`config.mk`:
```
export PLATFORM = sky130hd
export DESIGN_NAME = style_query_issuer
export DESIGN_NICKNAME = d
export VERILOG_FILES = /design/src/rtl/style_query_issuer.sv
export SDC_FILE = /design/constraint.sdc
export NUM_CORES = 1
export LEC_CHECK = 0
export ABC_AREA = 1
export BUFFER_PORTS_ARGS = -buffer_cell sky130_fd_sc_hd__buf_2
export CAP_MARGIN = 25
export CORE_ASPECT_RATIO = 1.4
export CORE_MARGIN = 5
export CORE_UTILIZATION = 55
export CTS_CLUSTER_DIAMETER = 150
export DETAILED_ROUTE_END_ITERATION = 8
export PLACE_DENSITY = 0.87
export SLEW_MARGIN = 20
export SYNTH_ARGS = -nofsm -noshare
export SYNTH_HDL_FRONTEND = slang
export SYNTH_SLANG_ARGS = --single-unit
```
`constraint.sdc`:
```
create_clock -name clk -period 3.7 [get_ports clk]
set_input_delay 0.185 -clock clk [delete_from_list [all_inputs] [get_ports clk]]
set_output_delay 0.185 -clock clk [all_outputs]
set_load 0.05 [all_outputs]
```
`src/rtl/style_query_issuer.sv`:
```
// Style-query issuer: buffers element style queries, issues them one at a time to the display/class
// comparators and returns the registered verdicts over valid/ready. Optional counters: STYLE_QUERY_STATS_EN.
module style_query_issuer #(
  parameter int         DEPTH           = 4,
  parameter logic [5:0] NOPSEUDO_CODE   = 6'd0,
  parameter logic [4:0] NONE_CODE       = 5'd0,
  parameter logic [4:0] INLINE_CODE     = 5'd1,
  parameter logic [4:0] BLOCK_CODE      = 5'd2,
  parameter logic [5:0] PRIM_CLASS_CODE = 6'd1
) (
  input  logic                     clk,
  input  logic                     rst_n,
  input  logic                     in_valid,
  output logic                     in_ready,
  input  logic [15:0]              in_elem_id,
  input  logic                     in_is_svg,
  input  logic [5:0]               in_style_type,
  input  logic [4:0]               in_display,
  input  logic [5:0]               in_class_type,
  output logic                     chk_element_valid,
  output logic                     chk_is_svg_element,
  output logic [5:0]               chk_style_type,
  output logic [4:0]               chk_display,
  output logic [5:0]               chk_class_type,
  output logic [5:0]               chk_nopseudo,
  output logic [4:0]               chk_none,
  output logic [4:0]               chk_inline,
  output logic [4:0]               chk_block,
  output logic [5:0]               chk_primitive_class,
  input  logic                     chk_is_valid_display_value,
  input  logic                     chk_is_primitive_value,
  output logic                     out_valid,
  input  logic                     out_ready,
  output logic [15:0]              out_elem_id,
  output logic                     out_display_ok,
  output logic                     out_primitive,
  output logic [$clog2(DEPTH):0]   fifo_count,
  output logic [15:0]              stat_issued,
  output logic [15:0]              stat_rejected
);
  localparam int AW = $clog2(DEPTH);

  typedef enum logic [1:0] {S_IDLE, S_ISSUE, S_HOLD} state_t;

  state_t        r_state;
  logic [15:0]   r_mem_id    [DEPTH];
  logic          r_mem_svg   [DEPTH];
  logic [5:0]    r_mem_style [DEPTH];
  logic [4:0]    r_mem_disp  [DEPTH];
  logic [5:0]    r_mem_class [DEPTH];
  logic [AW-1:0] r_wr_ptr;
  logic [AW-1:0] r_rd_ptr;
  logic [AW:0]   r_count;
  logic [15:0]   r_chk_id;
  logic          w_full;
  logic          w_empty;
  logic          w_push;
  logic          w_pop;

  assign chk_nopseudo        = NOPSEUDO_CODE;
  assign chk_none            = NONE_CODE;
  assign chk_inline          = INLINE_CODE;
  assign chk_block           = BLOCK_CODE;
  assign chk_primitive_class = PRIM_CLASS_CODE;

  // A full FIFO refuses pushes even when a pop happens on the same edge.
  assign w_full     = (r_count == (AW+1)'(DEPTH));
  assign w_empty    = (r_count == '0);
  assign in_ready   = !w_full;
  assign w_push     = in_valid && !w_full;
  assign w_pop      = !w_empty && ((r_state == S_IDLE) || (r_state == S_HOLD && out_ready));
  assign fifo_count = r_count;

  always_ff @(posedge clk) begin
    if (w_push) begin
      r_mem_id[r_wr_ptr]    <= in_elem_id;
      r_mem_svg[r_wr_ptr]   <= in_is_svg;
      r_mem_style[r_wr_ptr] <= in_style_type;
      r_mem_disp[r_wr_ptr]  <= in_display;
      r_mem_class[r_wr_ptr] <= in_class_type;
    end
  end

  always_ff @(posedge clk or negedge rst_n) begin
    if (!rst_n) begin
      r_wr_ptr <= '0;
      r_rd_ptr <= '0;
      r_count  <= '0;
    end else begin
      if (w_push) r_wr_ptr <= r_wr_ptr + AW'(1);
      if (w_pop)  r_rd_ptr <= r_rd_ptr + AW'(1);
      case ({w_push, w_pop})
        2'b10:   r_count <= r_count + (AW+1)'(1);
        2'b01:   r_count <= r_count - (AW+1)'(1);
        default: r_count <= r_count;
      endcase
    end
  end

  always_ff @(posedge clk or negedge rst_n) begin
    if (!rst_n) begin
      r_state            <= S_IDLE;
      r_chk_id           <= '0;
      chk_element_valid  <= 1'b0;
      chk_is_svg_element <= 1'b0;
      chk_style_type     <= '0;
      chk_display        <= '0;
      chk_class_type     <= '0;
      out_valid          <= 1'b0;
      out_elem_id        <= '0;
      out_display_ok     <= 1'b0;
      out_primitive      <= 1'b0;
    end else begin
      case (r_state)
        S_IDLE: ;
        S_ISSUE: begin
          out_elem_id       <= r_chk_id;
          out_display_ok    <= chk_is_valid_display_value;
          out_primitive     <= chk_is_primitive_value;
          out_valid         <= 1'b1;
          chk_element_valid <= 1'b0;
          r_state           <= S_HOLD;
        end
        S_HOLD: begin
          if (out_ready) begin
            out_valid <= 1'b0;
            r_state   <= S_IDLE;
          end
        end
        default: r_state <= S_IDLE;
      endcase
      // A pop (from IDLE, or HOLD on release) overrides the transition above and starts the next issue.
      if (w_pop) begin
        r_chk_id           <= r_mem_id[r_rd_ptr];
        chk_is_svg_element <= r_mem_svg[r_rd_ptr];
        chk_style_type     <= r_mem_style[r_rd_ptr];
        chk_display        <= r_mem_disp[r_rd_ptr];
        chk_class_type     <= r_mem_class[r_rd_ptr];
        chk_element_valid  <= 1'b1;
        r_state            <= S_ISSUE;
      end
    end
  end

`ifdef STYLE_QUERY_STATS_EN
  logic [15:0] r_stat_issued;
  logic [15:0] r_stat_rejected;

  function automatic logic [15:0] sat_inc(input logic [15:0] v);
    return (v == 16'hFFFF) ? v : v + 16'd1;
  endfunction

  always_ff @(posedge clk or negedge rst_n) begin
    if (!rst_n) begin
      r_stat_issued   <= '0;
      r_stat_rejected <= '0;
    end else if (r_state == S_ISSUE) begin
      r_stat_issued <= sat_inc(r_stat_issued);
      if (!chk_is_valid_display_value) r_stat_rejected <= sat_inc(r_stat_rejected);
    end
  end

  assign stat_issued   = r_stat_issued;
  assign stat_rejected = r_stat_rejected;
`else
  assign stat_issued   = '0;
  assign stat_rejected = '0;
`endif

endmodule

```
## Word-level counts from Yosys, hierarchy flattened

Memory sizes are Yosys's and may differ from the RTL's. A register that Yosys moved wholly into a read port is not among the register bits.
Cells that the tools add are included.

| word-level totals | value |
|---|---|
| output and inout port bits | 101 |
| memories | 5 |
| bits in read-only memories | 0 |
| RAM bits | 136 |
| input port bits | 40 |
| bits in registers | 29 |
| bits in latches | 0 |

Memories:

| name | words | width | rd ports | clocked after Yosys merged registers in | write ports | line | RTL |
|---|---|---|---|---|---|---|---|
| r_mem_id | 4 | 16 | 1 | 1 | 1 | 46 | `logic [15:0] r_mem_id [DEPTH];` |
| r_mem_class | 4 | 6 | 1 | 1 | 1 | 50 | `logic [5:0] r_mem_class [DEPTH];` |
| r_mem_style | 4 | 6 | 1 | 1 | 1 | 48 | `logic [5:0] r_mem_style [DEPTH];` |
| r_mem_disp | 4 | 5 | 1 | 1 | 1 | 49 | `logic [4:0] r_mem_disp [DEPTH];` |
| r_mem_svg | 4 | 1 | 1 | 1 | 1 | 47 | `logic r_mem_svg [DEPTH];` |

| cells by class | value |
|---|---|
| muxes and demuxes | 10 |
| div/mod/pow operators | 0 |
| equal/unequal tests | 8 |
| multiply operators | 0 |
| $lt $le $gt $ge | 0 |
| $add $sub $neg | 4 |
| bitwise logic cells | 0 |
| shifts and indexed selects | 0 |
| reduce and logical (&&, ||, !) cells | 18 |

Operators by type and width:

| kind | count |
|---|---|
| $logic_not 1->1 | 7 |
| $pmux 2 s3 | 1 |
| $pmux 3 s2 | 1 |
| $reduce_bool 2->1 | 3 |
| $mux 1 | 5 |
| $add 2x1->2 const B | 2 |
| $eq 2x1->1 const B | 2 |
| $eq 2x2->1 const B | 2 |
| $mux 2 | 2 |
| $ne 2x2->1 const B | 2 |
| $reduce_and 2->1 | 2 |
| $add 3x1->3 const B | 1 |
| $eq 3x3->1 const B | 1 |
| $logic_and 1x1->1 | 3 |
| $logic_not 3->1 | 1 |
| $ne 3x3->1 const B | 1 |
| $sub 3x1->3 const B | 1 |
| $logic_not 2->1 | 1 |
| $pmux 1 s2 | 1 |
| $logic_or 1x1->1 | 1 |

## Logic depth before layout (Yosys ltp)

| depth | value |
|---|---|
| depth after elaboration | 6 |
| gate-level depth with buffers | 11 |

## Worst setup path before layout

Ideal clock, no wire load.

| path | value |
|---|---|
| path type | reg-to-reg |
| start point | reg r_count[1] (netlist: fifo_count[1]) |
| end point | mem r_mem_class[0][0], enable pin |
| setup time | 0.425 ns |
| required time | 3.275 ns |
| arrival time | 3.011 ns |
| path slack | 0.264 ns |
| path buffers | 0 |
| period minus slack after synthesis | 3.436 ns |
| stages on the path, launching flop included | 5 |
| cells stage by stage | dfrtp_1 -> inv_1 -> nand3_1 -> nand2_1 -> nor2_1 |

| between the ends | value |
|---|---|
| cells in the longest elaborated chain, start to end | 5 |

RTL lines:

| item | line | RTL |
|---|---|---|
| start, declared | 53 | `logic [AW:0] r_count;` |
| start signal, assigned | 93 | `2'b10: r_count <= r_count + (AW+1)'(1);` |
| start signal, assigned | 94 | `2'b01: r_count <= r_count - (AW+1)'(1);` |
| start signal, assigned | 95 | `default: r_count <= r_count;` |
| $eq 3x3->1 | 67 | `assign w_full = (r_count == (AW+1)'(DEPTH));` |
| $logic_not 1->1 | n/a |  |
| via in_ready | 14 | `output logic in_ready,` |
| $logic_and 1x1->1 | 70 | `assign w_push = in_valid && !w_full;` |
| $mux 1 | 75 | `if (w_push) begin` |
| $mux 1 (implied by the code) | 80 | `r_mem_class[r_wr_ptr] <= in_class_type;` |
| end, declared | 50 |  |

The timed path passes the listed nets, and every way through them passes these cells.

## Worst setup path after layout

| path | value |
|---|---|
| start point | reg r_count[0] (netlist: fifo_count[0]) |
| end point | reg r_count[1] (netlist: fifo_count[1]) |

| between the ends | value |
|---|---|
| cells in the longest elaborated chain, start to end | 5 |
| elaborated cells on any way between the ends | 12 |
| those cells by class | 2 x add/sub; 3 x eq/ne; 1 x mux; 6 x reduce/logical |

RTL lines:

| item | line | RTL |
|---|---|---|
| $eq 3x3->1 / $logic_not 3->1 (equally long branches) | 67, 68 |  |
| $logic_not 1->1, on equally long branches | 70, 71 |  |
| $logic_and 1x1->1, on equally long branches | 70, 71 |  |
| $eq 2x1->1 / $eq 2x2->1 (equally long branches) | 92 | `case ({w_push, w_pop})` |
| $pmux 3 s2 / $reduce_bool 2->1 (equally long branches) | n/a |  |

Several ways; a longest one is shown, not always the timed one.
A chain may end at the register's enable or synchronous reset.

==> results.sh <==
export IMPL_hpwlAfterDp_um=11200
export IMPL_synth_edf_count=136
export IMPL_vdd_drop_max_mv=0.697
export IMPL_io_buffer_count=81
export IMPL_pwr_share_seq_pct=37.7
export IMPL_slew_violations=0
export IMPL_crit_start="fifo_count[0]$_DFFE_PN0P_"
export IMPL_first_iter_violations=472
export IMPL_cts_sinks=199
export IMPL_core_mm2=0.0156
export IMPL_die_area_mm2=0.0186
export IMPL_cts_tree="done"
export IMPL_swShare_pct=43.8
export IMPL_layout_drive_gt1_share_pct=13.1
export IMPL_avgRoutedWirePerCell_um=15.6
export IMPL_timing_rr_start="fifo_count[0]$_DFFE_PN0P_"
export IMPL_endpoint="fifo_count[1]$_DFFE_PN0P_"
export IMPL_total_power_mw=8.80
export IMPL_p_int_mw=4.95
export IMPL_r2r_cells=8
export IMPL_dr_pass1_iters=5
export IMPL_worstMarginPinSlew_ps=861
export IMPL_gp_congestion=0.795
export IMPL_ioPinCount=141
export IMPL_num_antenna_cells=0
export IMPL_placed_cell_area_mm2=0.00905
export IMPL_multi_input_area_mm2=0.00211
export IMPL_path_cells="inv_2, nand3_2, inv_1, nor2_8, ha_1, fa_1, nand2_1, o21ai_0"
export IMPL_final_period_utilization_pct=59.2
export IMPL_ant_nets=0
export IMPL_grt_pass1_vias=6066
export IMPL_setup_violations=0
export IMPL_relSlewSlack_pct=42.5
export IMPL_slowest_delay_ps=480
export IMPL_rsz0062_at_grt="no"
export IMPL_drc=0
export IMPL_grt_pass1_wl_um=29300
export IMPL_netSwitchingPower_mw=3.85
export IMPL_synth_area_mm2=0.00875
export IMPL_required_ps=4010
export IMPL_ys_ff_latch=199
export IMPL_yosys_warnings=0
export IMPL_avgSynthCellArea_um2=9.89
export IMPL_clock_tree_root_cell="clkbuf_16"
export IMPL_via_count=5945
export IMPL_die_y_um=159
export IMPL_seq_area_frac_synth_pct=64.7
export IMPL_leakagePower_nw=5.02
export IMPL_ctsLongestPathBuffers=2
export IMPL_post_cts_resized=0
export IMPL_ys_types=21
export IMPL_regArea_mm2=0.00566
export IMPL_h_tree_depth=4
export IMPL_fin_util_pct=64.6
export IMPL_postSynthCellCount=885
export IMPL_clk_pin_slew_ps=70
export IMPL_rows=54
export IMPL_finalHoldViolations=0
export IMPL_syn_to_final_growth_pct=15.2
export IMPL_hold_ws_ps=54.7
export IMPL_dpl_worst_slack_ps=1380
export IMPL_yosysMostFrequentCell="nand2_1"
export IMPL_gr_total_overflow=0
export IMPL_hold_class="in2reg"
export IMPL_power_frac_comb_pct=42.2
export IMPL_dp_cells=1132
export IMPL_start_util_pct=56.1
export IMPL_worst_path_max_fanout=37
export IMPL_final_cells=1205
export IMPL_outcome="finished, final reports clean"
export IMPL_critPathSlowestCell="nor2_8"
export IMPL_crit_path_start_kind="flip-flop"
export IMPL_endpoint_kind="flip-flop"
export IMPL_synth_top_area_share_pct=46.7
export IMPL_crit_arrival_ps=2500
export IMPL_antenna_found_initial=0
export IMPL_die_w_um=117
export IMPL_fin_crit_ps=2190
export IMPL_clockPowerShare_pct=20.2
export IMPL_hp_start="in_valid"
export IMPL_vias_per_cell=4.93
export IMPL_max_cap_violations=0
export IMPL_n_fill_cell=1117
export IMPL_clock_latency_ps=430
export IMPL_setup_ws_ps=1510
export IMPL_grt_max_degree=71
export IMPL_synthTopCellsByCount="342 x nand2_1, 152 x inv_1, 136 x edfxtp_1, 72 x nand3_1, 64 x buf_4"
export IMPL_finalNetCount=1042
export IMPL_synth_area_leaders="edfxtp_1 47%, dfrtp_1 18%, nand2_1 15%"
export IMPL_grt_usage_pct=20.4
export IMPL_cts_buffers=17
export IMPL_ys_flop_type="edfxtp_1"
export IMPL_regToRegSetupSlack_ps=1510
export IMPL_yosysTopAreaCell="edfxtp_1"
export IMPL_reg2reg_to="fifo_count[1]$_DFFE_PN0P_"
export IMPL_routed_wl_um=18800
export IMPL_async_flop_share_pct=31.7
export IMPL_max_freq_ghz=0.457
export IMPL_powerDensity_mw_per_mm2=873
export IMPL_skew_ps=9.36
export IMPL_worst_setup_path_type="reg2reg"
export IMPL_final_cell_area_mm2=0.0101
export IMPL_tns_ps=0
## logic make-up after synthesis
logic type	count (synthesis)	synth area share, %
AND/OR/NAND/NOR	425	19.6
buffers and inverters	246	14.0
flip-flops	199	64.7
adder cells (fa/ha/maj)	6	0.943
XOR/XNOR	4	0.400
AO/OA/AOI/OAI	3	0.300
other	2	0.0858
## final cells by class
class / count / area share [%]
well taps: 196 / 2.43
flip-flops and latches: 199 / 56.1
clock inverters: 13 / 1.19
repair buffers: 126 / 9.16
multi-input cells: 497 / 20.9
inverters: 155 / 5.77
clock buffers: 19 / 4.39
## flip-flops by register name, indices dropped and copies added (netlist names), 6 cells and up
name            cells
chk_style_type      6
r_mem_class        24
out_elem_id        16
chk_class_type      6
r_mem_id           64
r_mem_disp         20
r_mem_style        24
r_chk_id           16
## what timing repair did
action	in CTS	in global routing
endpoints found under the hold margin	201	0
setup buffers	0	0
hold buffers	37	0
## cells in the final DEF (no fill, tap or decap), drive strengths merged
cell	count
dlygate4sd3	37
ha	5
clkinv	5
nand2	343
edfxtp	136
conb	59
inv	161
dfrtp	63
bufinv	1
clkbuf	19
fa	1
buf	89
nor2	9
clkinvlp	1
xnor2	1
xor2	3
nand3	73
o21ai	3
## power by group through the flow
| stage | Combinational, mW | Sequential (mW) | Clock, mW |
|---|---|---|---|
| 6_report | 3.71 | 3.32 | 1.78 |
| 5_1_grt | 4.08 | 3.37 | 1.88 |
| 4_1_cts | 3.63 | 3.32 | 1.78 |
| 3_5_place_dp | 3.57 | 3.36 | 0 |
| 3_3_place_gp | 3.43 | 3.33 | 0 |
| 2_1_floorplan | 2.08 | 4.06 | 0 |
## how the worst min path moves through the flow
stage | to | slack, ps | cells past startpoint
2_1_floorplan | chk_class_type[0]$_DFFE_PN0P_ | -110 | 0
3_3_place_gp | chk_display[4]$_DFFE_PN0P_ | 330 | 1
3_5_place_dp | chk_display[4]$_DFFE_PN0P_ | 340 | 1
4_1_cts | r_wr_ptr[1]$_DFFE_PN0P_ | 8 | 3
5_1_grt | r_wr_ptr[1]$_DFFE_PN0P_ | 50 | 3
6_report | r_wr_ptr[1]$_DFFE_PN0P_ | 50 | 3
## metal layers
layer / GRT usage, % / share of wire (%)
met4: 8.56 / 2.0
met3: 3.80 / 6.8
met1: 23.9 / 37
met2: 36.1 / 55
met5: 0 / 0
## worst max-delay path, delay by kind of cell (launching register included)
| kind | cells | cell delay [ps] |
|---|---|---|
| AO/OA/AOI/OAI | 1 | 70 |
| buffers and inverters | 2 | 160 |
| AND/OR/NAND/NOR | 3 | 650 |
| flip-flops | 1 | 440 |
| adder cells (fa/ha/maj) | 2 | 760 |
No activity file was read; power rests on OpenSTA's default activity.
